`config.mk`:
```
export PLATFORM = sky130hd
export DESIGN_NAME = instr_fetch
export DESIGN_NICKNAME = d
export VERILOG_FILES = /design/src/rtl/instr_fetch.sv
export SDC_FILE = /design/constraint.sdc
export NUM_CORES = 1
export LEC_CHECK = 0
export CAP_MARGIN = 20
export CORE_MARGIN = 4
export CORE_UTILIZATION = 38
export CTS_CLUSTER_DIAMETER = 30
export DETAILED_ROUTE_END_ITERATION = 8
export PLACE_DENSITY = 0.69
export SLEW_MARGIN = 25
export SYNTH_ARGS = -nofsm -noshare
export SYNTH_HDL_FRONTEND = slang
export SYNTH_SLANG_ARGS = --single-unit
```
`constraint.sdc`:
```
create_clock -name clk -period 4 [get_ports clk]
set_clock_uncertainty 0.15 [all_clocks]
set_input_delay 0.4 -clock clk [delete_from_list [all_inputs] [get_ports clk]]
set_output_delay 0.4 -clock clk [all_outputs]
set_load 0.01 [all_outputs]
```
`src/rtl/instr_fetch.sv`:
```
// ---------------------------------------------------------------------------
// instr_fetch
//
// Instruction fetch front end. It issues one word-aligned read at a time to
// instruction memory and buffers the returned words with their PCs in a
// 2-entry FIFO for the decode stage. A taken branch/jump (redirect) flushes
// the buffer and restarts fetching at the new target. A response to a request
// that is still in flight when a redirect arrives is dropped.
//
// Parameters:
//   RESET_PC     first fetch address after reset (bits [1:0] must be 0)
//
// Ports:
//   clk          single clock, all state on the rising edge
//   reset        asynchronous, active-high reset
//   imem_req     read request to instruction memory
//   imem_addr    fetch address, valid while imem_req=1
//   imem_ack     memory response strobe (transfer when imem_req & imem_ack)
//   imem_rdata   fetched instruction word
//   instr_valid  instruction/instr_pc hold a valid entry (FIFO non-empty)
//   instr_ready  consumer accepts the presented entry
//   instruction  FIFO head word (0 while instr_valid=0)
//   instr_pc     FIFO head address (0 while instr_valid=0)
//   redirect     branch/jump taken: flush and restart fetch
//   redirect_pc  new fetch address, bits [1:0] ignored
//
// Optional build macro FETCH_STATS_EN adds:
//   fetch_count  32-bit count of delivered instructions (wraps)
//   flush_count  16-bit count of redirects (wraps)
// ---------------------------------------------------------------------------
module instr_fetch #(
  parameter logic [31:0] RESET_PC = 32'h0000_0000
) (
  input  logic        clk,
  input  logic        reset,
  output logic        imem_req,
  output logic [31:0] imem_addr,
  input  logic        imem_ack,
  input  logic [31:0] imem_rdata,
  output logic        instr_valid,
  input  logic        instr_ready,
  output logic [31:0] instruction,
  output logic [31:0] instr_pc,
  input  logic        redirect,
  input  logic [31:0] redirect_pc
`ifdef FETCH_STATS_EN
  ,
  output logic [31:0] fetch_count,
  output logic [15:0] flush_count
`endif
);

  typedef enum logic [1:0] {
    IDLE    = 2'd0,
    REQ     = 2'd1,
    DISCARD = 2'd2
  } state_t;

  state_t      state;
  state_t      state_next;

  // fetch_pc is the address of the outstanding request while in REQ, and the
  // next address to request otherwise (the redirect target while in DISCARD).
  // req_addr is kept separately so imem_addr stays put during DISCARD.
  logic [31:0] fetch_pc;
  logic [31:0] fetch_pc_next;
  logic [31:0] req_addr;
  logic        issue;

  logic [31:0] fifo_instr [2];
  logic [31:0] fifo_pc    [2];
  logic        rd_ptr;
  logic        wr_ptr;
  logic [1:0]  count;
  logic [1:0]  count_next;

  logic        ack_in_req;
  logic        push;
  logic        pop;
  logic [31:0] redirect_pc_aligned;

  assign redirect_pc_aligned = {redirect_pc[31:2], 2'b00};

  assign imem_req    = (state != IDLE);
  assign imem_addr   = req_addr;
  assign instr_valid = (count != 2'd0);
  assign instruction = instr_valid ? fifo_instr[rd_ptr] : 32'h0000_0000;
  assign instr_pc    = instr_valid ? fifo_pc[rd_ptr]    : 32'h0000_0000;

  // A redirect overrides both push and pop in the same cycle.
  assign ack_in_req = (state == REQ) && imem_ack;
  assign push       = ack_in_req && !redirect;
  assign pop        = instr_valid && instr_ready && !redirect;

  // FIFO occupancy after this edge; a new request is only launched when the
  // buffer will still have room for its response, so the FIFO cannot overflow.
  always_comb begin
    count_next = count;
    if (redirect) begin
      count_next = 2'd0;
    end else begin
      case ({push, pop})
        2'b10:   count_next = count + 2'd1;
        2'b01:   count_next = count - 2'd1;
        default: count_next = count;
      endcase
    end
  end

  // Next-state and fetch-PC logic. issue marks an edge that launches a new
  // request; its address is fetch_pc_next.
  always_comb begin
    state_next    = state;
    issue         = 1'b0;
    fetch_pc_next = fetch_pc;

    if (redirect) begin
      fetch_pc_next = redirect_pc_aligned;
    end else if (ack_in_req) begin
      fetch_pc_next = fetch_pc + 32'd4;
    end

    case (state)
      IDLE: begin
        if (count_next < 2'd2) begin
          state_next = REQ;
          issue      = 1'b1;
        end
      end
      REQ: begin
        if (imem_ack) begin
          if (count_next < 2'd2) begin
            state_next = REQ;
            issue      = 1'b1;
          end else begin
            state_next = IDLE;
          end
        end else if (redirect) begin
          state_next = DISCARD;
        end
      end
      DISCARD: begin
        // The dropped response completes here; a redirect on the same edge
        // just supplies the new target, which fetch_pc_next already holds.
        if (imem_ack) begin
          if (count_next < 2'd2) begin
            state_next = REQ;
            issue      = 1'b1;
          end else begin
            state_next = IDLE;
          end
        end
      end
      default: state_next = IDLE;
    endcase
  end

  always_ff @(posedge clk or posedge reset) begin
    if (reset) begin
      state    <= IDLE;
      fetch_pc <= RESET_PC;
      req_addr <= RESET_PC;
    end else begin
      state    <= state_next;
      fetch_pc <= fetch_pc_next;
      if (issue) begin
        req_addr <= fetch_pc_next;
      end
    end
  end

  // FIFO pointers and occupancy; a redirect empties the buffer.
  always_ff @(posedge clk or posedge reset) begin
    if (reset) begin
      rd_ptr <= 1'b0;
      wr_ptr <= 1'b0;
      count  <= 2'd0;
    end else begin
      count <= count_next;
      if (redirect) begin
        rd_ptr <= 1'b0;
        wr_ptr <= 1'b0;
      end else begin
        if (push) begin
          wr_ptr <= ~wr_ptr;
        end
        if (pop) begin
          rd_ptr <= ~rd_ptr;
        end
      end
    end
  end

  // FIFO storage needs no reset: the outputs are gated by instr_valid.
  always_ff @(posedge clk) begin
    if (push) begin
      fifo_instr[wr_ptr] <= imem_rdata;
      fifo_pc[wr_ptr]    <= req_addr;
    end
  end

`ifdef FETCH_STATS_EN
  always_ff @(posedge clk or posedge reset) begin
    if (reset) begin
      fetch_count <= 32'd0;
      flush_count <= 16'd0;
    end else begin
      if (pop) begin
        fetch_count <= fetch_count + 32'd1;
      end
      if (redirect) begin
        flush_count <= flush_count + 16'd1;
      end
    end
  end
`endif

endmodule

```
==> flow_summary.yaml, run 1 <==
setup_path:
  path_buf_inv: 2
  cpPeakStageDelay_ps: 670
  path_class: "register to register"
  path_cells: "inv_1 > ha_1 > and2_1 > nand2_1 > ha_1 > xnor2_1 > nor2_1 > o211ai_4 > buf_12 > mux2_1"
  start_kind: "register"
  critical_path_required_ps: 4160
  endpoint_kind: "register"
  path_delay_family: "compound AO/OA/AOI/OAI gates"
  crit_path_max_fanout: 22
  slowest_stage: "o211ai_4"
  worstPathArrival_ps: 3310
  cpMostUsedCell: "ha_1"
hold_path:
  min_path_type: "primary input to asynchronous set/reset pin"
status:
  status: "complete, no violations"
logic_synthesis:
  ys_seq_area_share_pct: 66.3
  synth_seq_cells: 198
  synth.largest_area_cell: "edfxtp_1"
  synthTopCellsByArea: "edfxtp_1 46%, dfrtp_1 21%, mux2i_1 7.8%"
  synth-edff-count: 128
  syn_nets: 694
  syn_area_sq_um: 8440
  netlist_instances: 618
  syn_area_per_cell_sq_um: 13.7
  yosys.area.top_type_share_pct: 45.5
  ys_types: 52
  async_reset_ff_share_pct: 35.4
  yosys_warnings: 0
  synth-main-ff-cell: "edfxtp_1"
placement:
  portBuffers: 164
  place_congestion: 0.800
  dp_hpwl_mm: 13.0
  postPlaceCellArea_sq_um: 10400
grt:
  antenna_found_initial: 0
  grt_pass1_wl_mm: 29.7
  gr-total-overflow: 0
  first_global_vias: 5524
  grt_max_degree: 65
  track_usage_pct: 15.6
die:
  core_area_sq_um: 21800
  ios: 167
  initial_core_util_pct: 38.7
  dieArea_sq_um: 24700
  row_count: 54
  die_w_microns: 157
  dieHeight_microns: 157
sta:
  fin_crit_ps: 3150
  hold_viol: 0
  fin_crit_sh_pct: 78.7
  slew_violations: 0
  fmax_ghz: 0.318
  grt_setup_unrepaired: "no"
  worst_pin_slew_ps: 839
  setup_viol: 0
  relSlewSlack_pct: 44.0
  fin_tns_setup_ps: 0
routing:
  wl_per_cell_microns: 17.6
  ant_nets: 0
  drt_iter0_drc: 287
  dr.pass1.iters: 4
  via_count: 5364
  viasPerCell: 4.97
  drc: 0
  wirelength_mm: 19.0
final_layout:
  final_cell_area_sq_um: 11100
  layout.nets: 863
  drive_gt1_share_pct: 10.0
  layout_common_cells: "164 x clkdlybuf4s50_1, 128 x edfxtp_1, 90 x nor2_1"
  syn_to_final_growth_pct: 30.9
  n_antenna_cell: 0
  mostFrequentLayoutCell: "clkdlybuf4s50_1"
run:
  drv_cap: 0
clocking:
  path_clk_slew_ps: 80
  ctsResizeCount: 0
  cts_made_buffers: 17
  cts.sinks: 198
  htree_levels: 4
  cts_tree: "built"
  cts_setup_buffers: 0
  hold_buffers: 0
  worstSkewPairLatency_ps: 430
  cts_buffer_depth: 2
  root_buffer: "clkbuf_16"
pwr:
  ir_worst_vdd_mv: 0.335
  power_leakage_uw: 0.00393
  power_density_nw_per_um2: 540
[path summary, 6_finish.rpt]
check	from	end	slack [ps]	cells after the start
max in group asynchronous	reset	fetch_pc[8]	2730	3
min in group clk	imem_addr[1]	fifo_pc[0][1]	350	0
hold / removal	reset	imem_addr[27]	290	2
setup reg to reg	state[1]	imem_addr[8]	850	10
setup / recovery	state[1]	imem_addr[8]	850	10
hold reg to reg	imem_addr[1]	fifo_pc[0][1]	350	0
[power breakdown]
group	switching (uW)	internal, uW	total (uW)	leakage, uW
Combinational	664	733	1400	0.00162
Sequential	250	2600	2850	0.00201
Clock	839	878	1720	0.000297
[worst register-to-register path, stage by stage (launching register included)]
cell and delay, ps:
dfrtp_1 400, inv_1 130, ha_1 260, and2_1 170, nand2_1 130, ha_1 230
xnor2_1 200, nor2_1 110, o211ai_4 670, buf_12 240, mux2_1 340
[Yosys cell counts, types with 2 or more instances]
master,n
a21o_1,11
o31ai_1,3
ha_1,7
nor3_1,8
nand2_1,29
buf_1,4
clkbuf_1,9
xnor2_1,19
mux2_2,16
dfrtp_1,70
nor4_1,3
buf_4,2
edfxtp_1,128
o21ai_0,10
nor2_1,92
a221oi_2,2
a22o_1,8
mux2_1,11
xor2_1,8
and3_1,4
inv_1,12
a21oi_1,6
nand4_1,14
buf_2,9
o311ai_1,2
and4_1,5
mux2i_1,66
nor4b_1,2
buf_6,4
a22oi_1,3
nand3_1,19
and2_1,6
a21bo_2,3
nor2b_1,5
[area by class of cell]
| class | instances | area [sq um] |
|---|---|---|
| Fill cell | 1888 | 10800 |
| Sequential cell | 198 | 5600 |
| Multi-Input combinational cell | 378 | 2680 |
| Timing Repair Buffer | 179 | 1780 |
| Clock buffer | 18 | 450 |
| Tap cell | 280 | 350 |
| Clock inverter | 14 | 154 |
| Inverter | 13 | 48.8 |
[registers in the layout (all words and copies together), names as in the netlist]
| name | count |
|---|---|
| count | 2 |
| fetch_pc | 32 |
| wr_ptr | 1 |
| fifo_pc | 64 |
| fifo_instr | 64 |
| rd_ptr | 1 |
| state | 2 |
| imem_addr | 32 |
[kinds of logic after synthesis]
group / synth area share [%]
compound gates: 4.98
buf+inv: 2.46
flops: 66.3
mux: 11.4
xor+xnor: 2.80
fa+ha+maj: 1.04
simple gates: 11.0
[metrics by stage]
stage	std cells	util [%]	power (uW)	hold WS [ps]	worst slack [ps]
6_report	1080	50.7	5970	292	852
3_3_place_gp	1048	47.9	4290	327	660
5_1_grt	1080	50.7	6280	358	645
3_5_place_dp	1048	47.9	4320	330	594
4_1_cts	1080	50.6	6050	318	814
2_1_floorplan	618	-	3640	316	659
[layer usage]
metal / routed length, microns / share of wire, % / up-vias / global-route usage (%)
li1: - / - / 2593 / -
met1: 8570 / 45 / 2636 / 20.5
met2: 9210 / 49 / 127 / 26.2
met3: 1010 / 5.3 / 8 / 3.74
met4: 186 / 0.98 / 0 / 3.89
met5: 0 / 0 / - / 0
No activity file was read; power rests on OpenSTA's default activity.
==> run 2, diff against run 1 <==
--- a/config.mk
+++ b/config.mk
@@ -10,7 +10,7 @@
 export CORE_UTILIZATION = 38
 export CTS_CLUSTER_DIAMETER = 30
 export DETAILED_ROUTE_END_ITERATION = 8
-export PLACE_DENSITY = 0.69
+export PLACE_DENSITY = 0.67
 export SLEW_MARGIN = 25
 export SYNTH_ARGS = -nofsm -noshare
 export SYNTH_HDL_FRONTEND = slang
==> constraint.sdc (replaced) <==
create_clock -name clk -period 3.2 [get_ports clk]
set_clock_uncertainty 0.15 [all_clocks]
set_input_delay 0.32 -clock clk [delete_from_list [all_inputs] [get_ports clk]]
set_output_delay 0.32 -clock clk [all_outputs]
set_load 0.01 [all_outputs]
==> flow_summary.yaml, run 2 (synthesis gave the netlist of run 1 again) <==
sta:
  fmax_ghz: 0.333
  fin_crit_ps: 3010
  setup_viol: 0
  hold_viol: 0
  fin_tns_setup_ps: 0
  hold_slack_ps: 106
  worst_pin_slew_ps: 954
  relSlewSlack_pct: 35.9
  slew_violations: 0
  grt_setup_unrepaired: "no"
  fin_crit_sh_pct: 93.9
run:
  drv_cap: 0
final_layout:
  nFillCells: 1883
  reg_top3: "fifo_instr: 64 flops, fifo_pc: 64 flops"
  layout.nets: 866
  syn_to_final_growth_pct: 31.9
  n_antenna_cell: 0
  layout_common_cells: "164 x clkdlybuf4s50_1, 128 x edfxtp_1, 90 x nor2_1"
  mostFrequentLayoutCell: "clkdlybuf4s50_1"
  drive_gt1_share_pct: 10.1
die:
  core_area_sq_um: 21800
  dieHeight_microns: 157
  dieArea_sq_um: 24700
  initial_core_util_pct: 38.7
  row_count: 54
  die_w_microns: 157
  ios: 167
clocking:
  worstSkewPairLatency_ps: 430
  cts_tree: "built"
  cts.sinks: 198
  cts_buffer_depth: 2
  ctsResizeCount: 0
  htree_levels: 4
  root_buffer: "clkbuf_16"
  cts_made_buffers: 17
  path_clk_slew_ps: 70
  hold_buffers: 0
  cts_setup_buffers: 0
placement:
  place_congestion: 0.817
  portBuffers: 164
  dp_hpwl_mm: 12.9
pwr:
  power_uw: 7520
  power_leakage_uw: 0.00395
  power_density_nw_per_um2: 676
  ir_worst_vdd_mv: 0.355
setup_path:
  crit_path_max_fanout: 16
  reg2reg_depth: 9
  cpPeakStageDelay_ps: 510
  critical_path_required_ps: 3360
  r2r-start: "state[1]"
  path_class: "register to register"
  slowest_stage: "or4_4"
  rr_endpoint: "imem_addr[2]"
  endpoint_kind: "register"
  worstPathArrival_ps: 3160
  path_cells: "inv_1 > ha_1 > and2_1 > nand2_1 > ha_1 > or4_4 > o211ai_4 > buf_12 > mux2_1"
  startpoint: "state[1]"
  start_kind: "register"
  reg2reg_slack_ps: 190
  cpMostUsedCell: "ha_1"
hold_path:
  min_path_type: "primary input to asynchronous set/reset pin"
routing:
  via_count: 5363
  wl_per_cell_microns: 17.4
  drt_iter0_drc: 282
  viasPerCell: 4.95
  ant_nets: 0
  wl_met3_microns: 987
  met2_length_mm: 9.11
  drc: 0
  wirelength_mm: 18.9
  dr.max_layer_used: "met4"
  dr.pass1.iters: 4
  met1_length_mm: 8.56
grt:
  grt_max_degree: 65
  track_usage_pct: 15.7
  grt_pass1_wl_mm: 30.0
  antenna_found_initial: 0
  gr-total-overflow: 0
  first_global_vias: 5513
status:
  status: "complete, no violations"
## run 2: critical path, delay by kind of cell (launching register included)
family	cells	cell delay (ps)
adders and majority gates	2	600
buffers and inverters	2	340
DFF	1	400
muxes	1	330
and+or+nand+nor	3	790
AOI/OAI and AO/OA	1	250
## run 2: how the worst max path moves through the flow
stage,endpoint,cells after the start
2_1_floorplan,fifo_instr[1][0],5
3_3_place_gp,imem_addr[1],9
3_5_place_dp,imem_addr[2],9
4_1_cts,imem_addr[2],9
5_1_grt,imem_addr[7],9
6_report,imem_addr[2],9
## run 2: layer usage
metal	up-vias	global-route usage, %
li1	2600	-
met1	2613	20.7
met2	138	26.1
met3	12	4.01
met4	0	3.61
met5	-	0
## run 2: per-stage QoR
step / utilization, % / area (sq um) / std cells / worst slack [ps]
6_report: 51.0 / 11100 / 1083 / 194
3_5_place_dp: 48.3 / 10500 / 1051 / 204
2_1_floorplan: - / 8450 / 618 / 48.1
5_1_grt: 51.0 / 11100 / 1083 / 42.5
4_1_cts: 51.0 / 11100 / 1083 / 196
3_3_place_gp: 48.3 / 10500 / 1051 / 290
## run 2: area by class of cell
type                       count  area, sq um  share of cell area (%)
inverter                      13         48.8                   0.438
clock buffer                  21          493                    4.43
sequential                   198         5600                    50.3
tap                          280          350                    3.15
clock inverter                11          111                    1.00
timing repair buffer         182         1860                    16.7
multi-input combinational    378         2670                    24.0
## run 2: report_power, final
| part | internal [uW] | total, uW | switching (uW) |
|---|---|---|---|
| registers | 3250 | 3580 | 321 |
| logic | 965 | 1810 | 842 |
| clock network | 1200 | 2140 | 939 |
| total | 5420 | 7520 | 2100 |
==> run 3, diff against run 2 <==
--- a/config.mk
+++ b/config.mk
@@ -6,7 +6,6 @@
 export NUM_CORES = 1
 export LEC_CHECK = 0
 export CAP_MARGIN = 20
-export CORE_MARGIN = 4
 export CORE_UTILIZATION = 38
 export CTS_CLUSTER_DIAMETER = 30
 export DETAILED_ROUTE_END_ITERATION = 8
==> flow_summary.yaml, run 3 (synthesis gave the netlist of run 1 again) <==
status:
  status: "complete, no violations"
clocking:
  cts_setup_buffers: 0
  ctsResizeCount: 0
  worstSkewPairLatency_ps: 430
  cts_tree: "built"
  root_buffer: "clkbuf_16"
  cts_buffer_depth: 2
  cts.sinks: 198
  path_clk_slew_ps: 70
  cts_made_buffers: 17
  hold_buffers: 0
  htree_levels: 4
grt:
  first_global_vias: 5261
  grt_max_degree: 65
  antenna_found_initial: 0
  gr-total-overflow: 0
  track_usage_pct: 16.6
  grt_pass1_wl_mm: 28.4
setup_path:
  crit_path_max_fanout: 12
  cpPeakStageDelay_ps: 510
  endpoint_kind: "register"
  worstPathArrival_ps: 3140
  cpMostUsedCell: "ha_1"
  start_kind: "register"
  path_class: "register to register"
  path_delay_family: "simple AND/OR/NAND/NOR gates"
  path_cells: "inv_1 > ha_1 > and2_1 > nand2_1 > ha_1 > or4_4 > o211ai_4 > buf_4 > mux2_2"
  path_buf_inv: 2
  critical_path_required_ps: 3360
  slowest_stage: "or4_4"
  r2r-start: "state[1]"
  reg2reg_slack_ps: 230
  startpoint: "state[1]"
routing:
  wl_per_cell_microns: 17.0
  ant_nets: 0
  dr.pass1.iters: 4
  via_count: 5394
  wirelength_mm: 18.5
  drc: 0
  drt_iter0_drc: 170
  viasPerCell: 4.96
sta:
  hold_viol: 0
  relSlewSlack_pct: 32.7
  fin_ws_ps: 226
  grt_setup_unrepaired: "no"
  fmax_ghz: 0.336
  fin_tns_setup_ps: 0
  setup_viol: 0
  fin_crit_ps: 2970
  slew_violations: 0
  worst_pin_slew_ps: 1000
  fin_crit_sh_pct: 92.9
placement:
  place_congestion: 0.800
  post-place-ws_ps: 227
  portBuffers: 164
  dp_hpwl_mm: 12.6
final_layout:
  layout.nets: 870
  syn_to_final_growth_pct: 31.8
  drive_gt1_share_pct: 10.7
  layout_common_cells: "164 x clkdlybuf4s50_1, 128 x edfxtp_1, 90 x nor2_1"
  reg_top3: "fifo_instr: 64 flops, fifo_pc: 64 flops"
  mostFrequentLayoutCell: "clkdlybuf4s50_1"
  n_antenna_cell: 0
die:
  row_count: 54
  initial_core_util_pct: 38.7
  die_w_microns: 151
  dieArea_sq_um: 22800
  dieHeight_microns: 151
  ios: 167
  core_area_sq_um: 21800
pwr:
  power_density_nw_per_um2: 678
  ir_worst_vdd_mv: 0.350
  power_leakage_uw: 0.00397
hold_path:
  min_path_type: "primary input to asynchronous set/reset pin"
run:
  drv_cap: 0
==> run 3: cell count changes in the layout (fill, tap and decap cells not counted), sizes merged <==
cell and delta:
clkinvlp -1, buf +4, clkinv -3, inv +7
clkbuf -3
==> run 3: path summary, 6_finish.rpt <==
path | end | depth (start not counted)
worst min-delay path | state[0] | 2
worst min register to register | fifo_pc[0][14] | 0
min in group clk | fifo_instr[1][5] | 1
worst max-delay path | imem_addr[21] | 9
max in group asynchronous | fetch_pc[20] | 3
worst max register to register | imem_addr[21] | 9
==> run 3: report_power, final <==
group | switching, uW | internal, uW | total [uW]
logic | 840 | 953 | 1790
registers | 325 | 3250 | 3580
clock network | 1010 | 1160 | 2170
total | 2180 | 5370 | 7540
==> run 3: stage by stage <==
step	instance area [sq um]	hold slack (ps)	power (uW)	utilization (%)	instances
floorplan	8450	269	4550	-	618
global placement	10500	334	5400	48.2	1055
detailed placement	10500	343	5450	48.2	1055
CTS	11100	102	7630	51.0	1087
global route	11100	165	7920	51.0	1087
finish	11100	103	7540	51.0	1087
==> run 3: final cells by class <==
cell class	count	area, sq um
timing repair buffer	186	1860
clock buffer	18	450
inverter	13	48.8
tap	280	350
sequential	198	5600
multi-input combinational	378	2670
fill	1897	10700
clock inverter	14	150
==> run 3: routing by layer <==
metal,track usage [%],up-vias,part of all wire [%]
met5,0,-,0
met4,4.95,0,0.97
met3,3.89,13,5.1
met2,27.3,160,48
met1,21.9,2616,46
li1,-,2605,-
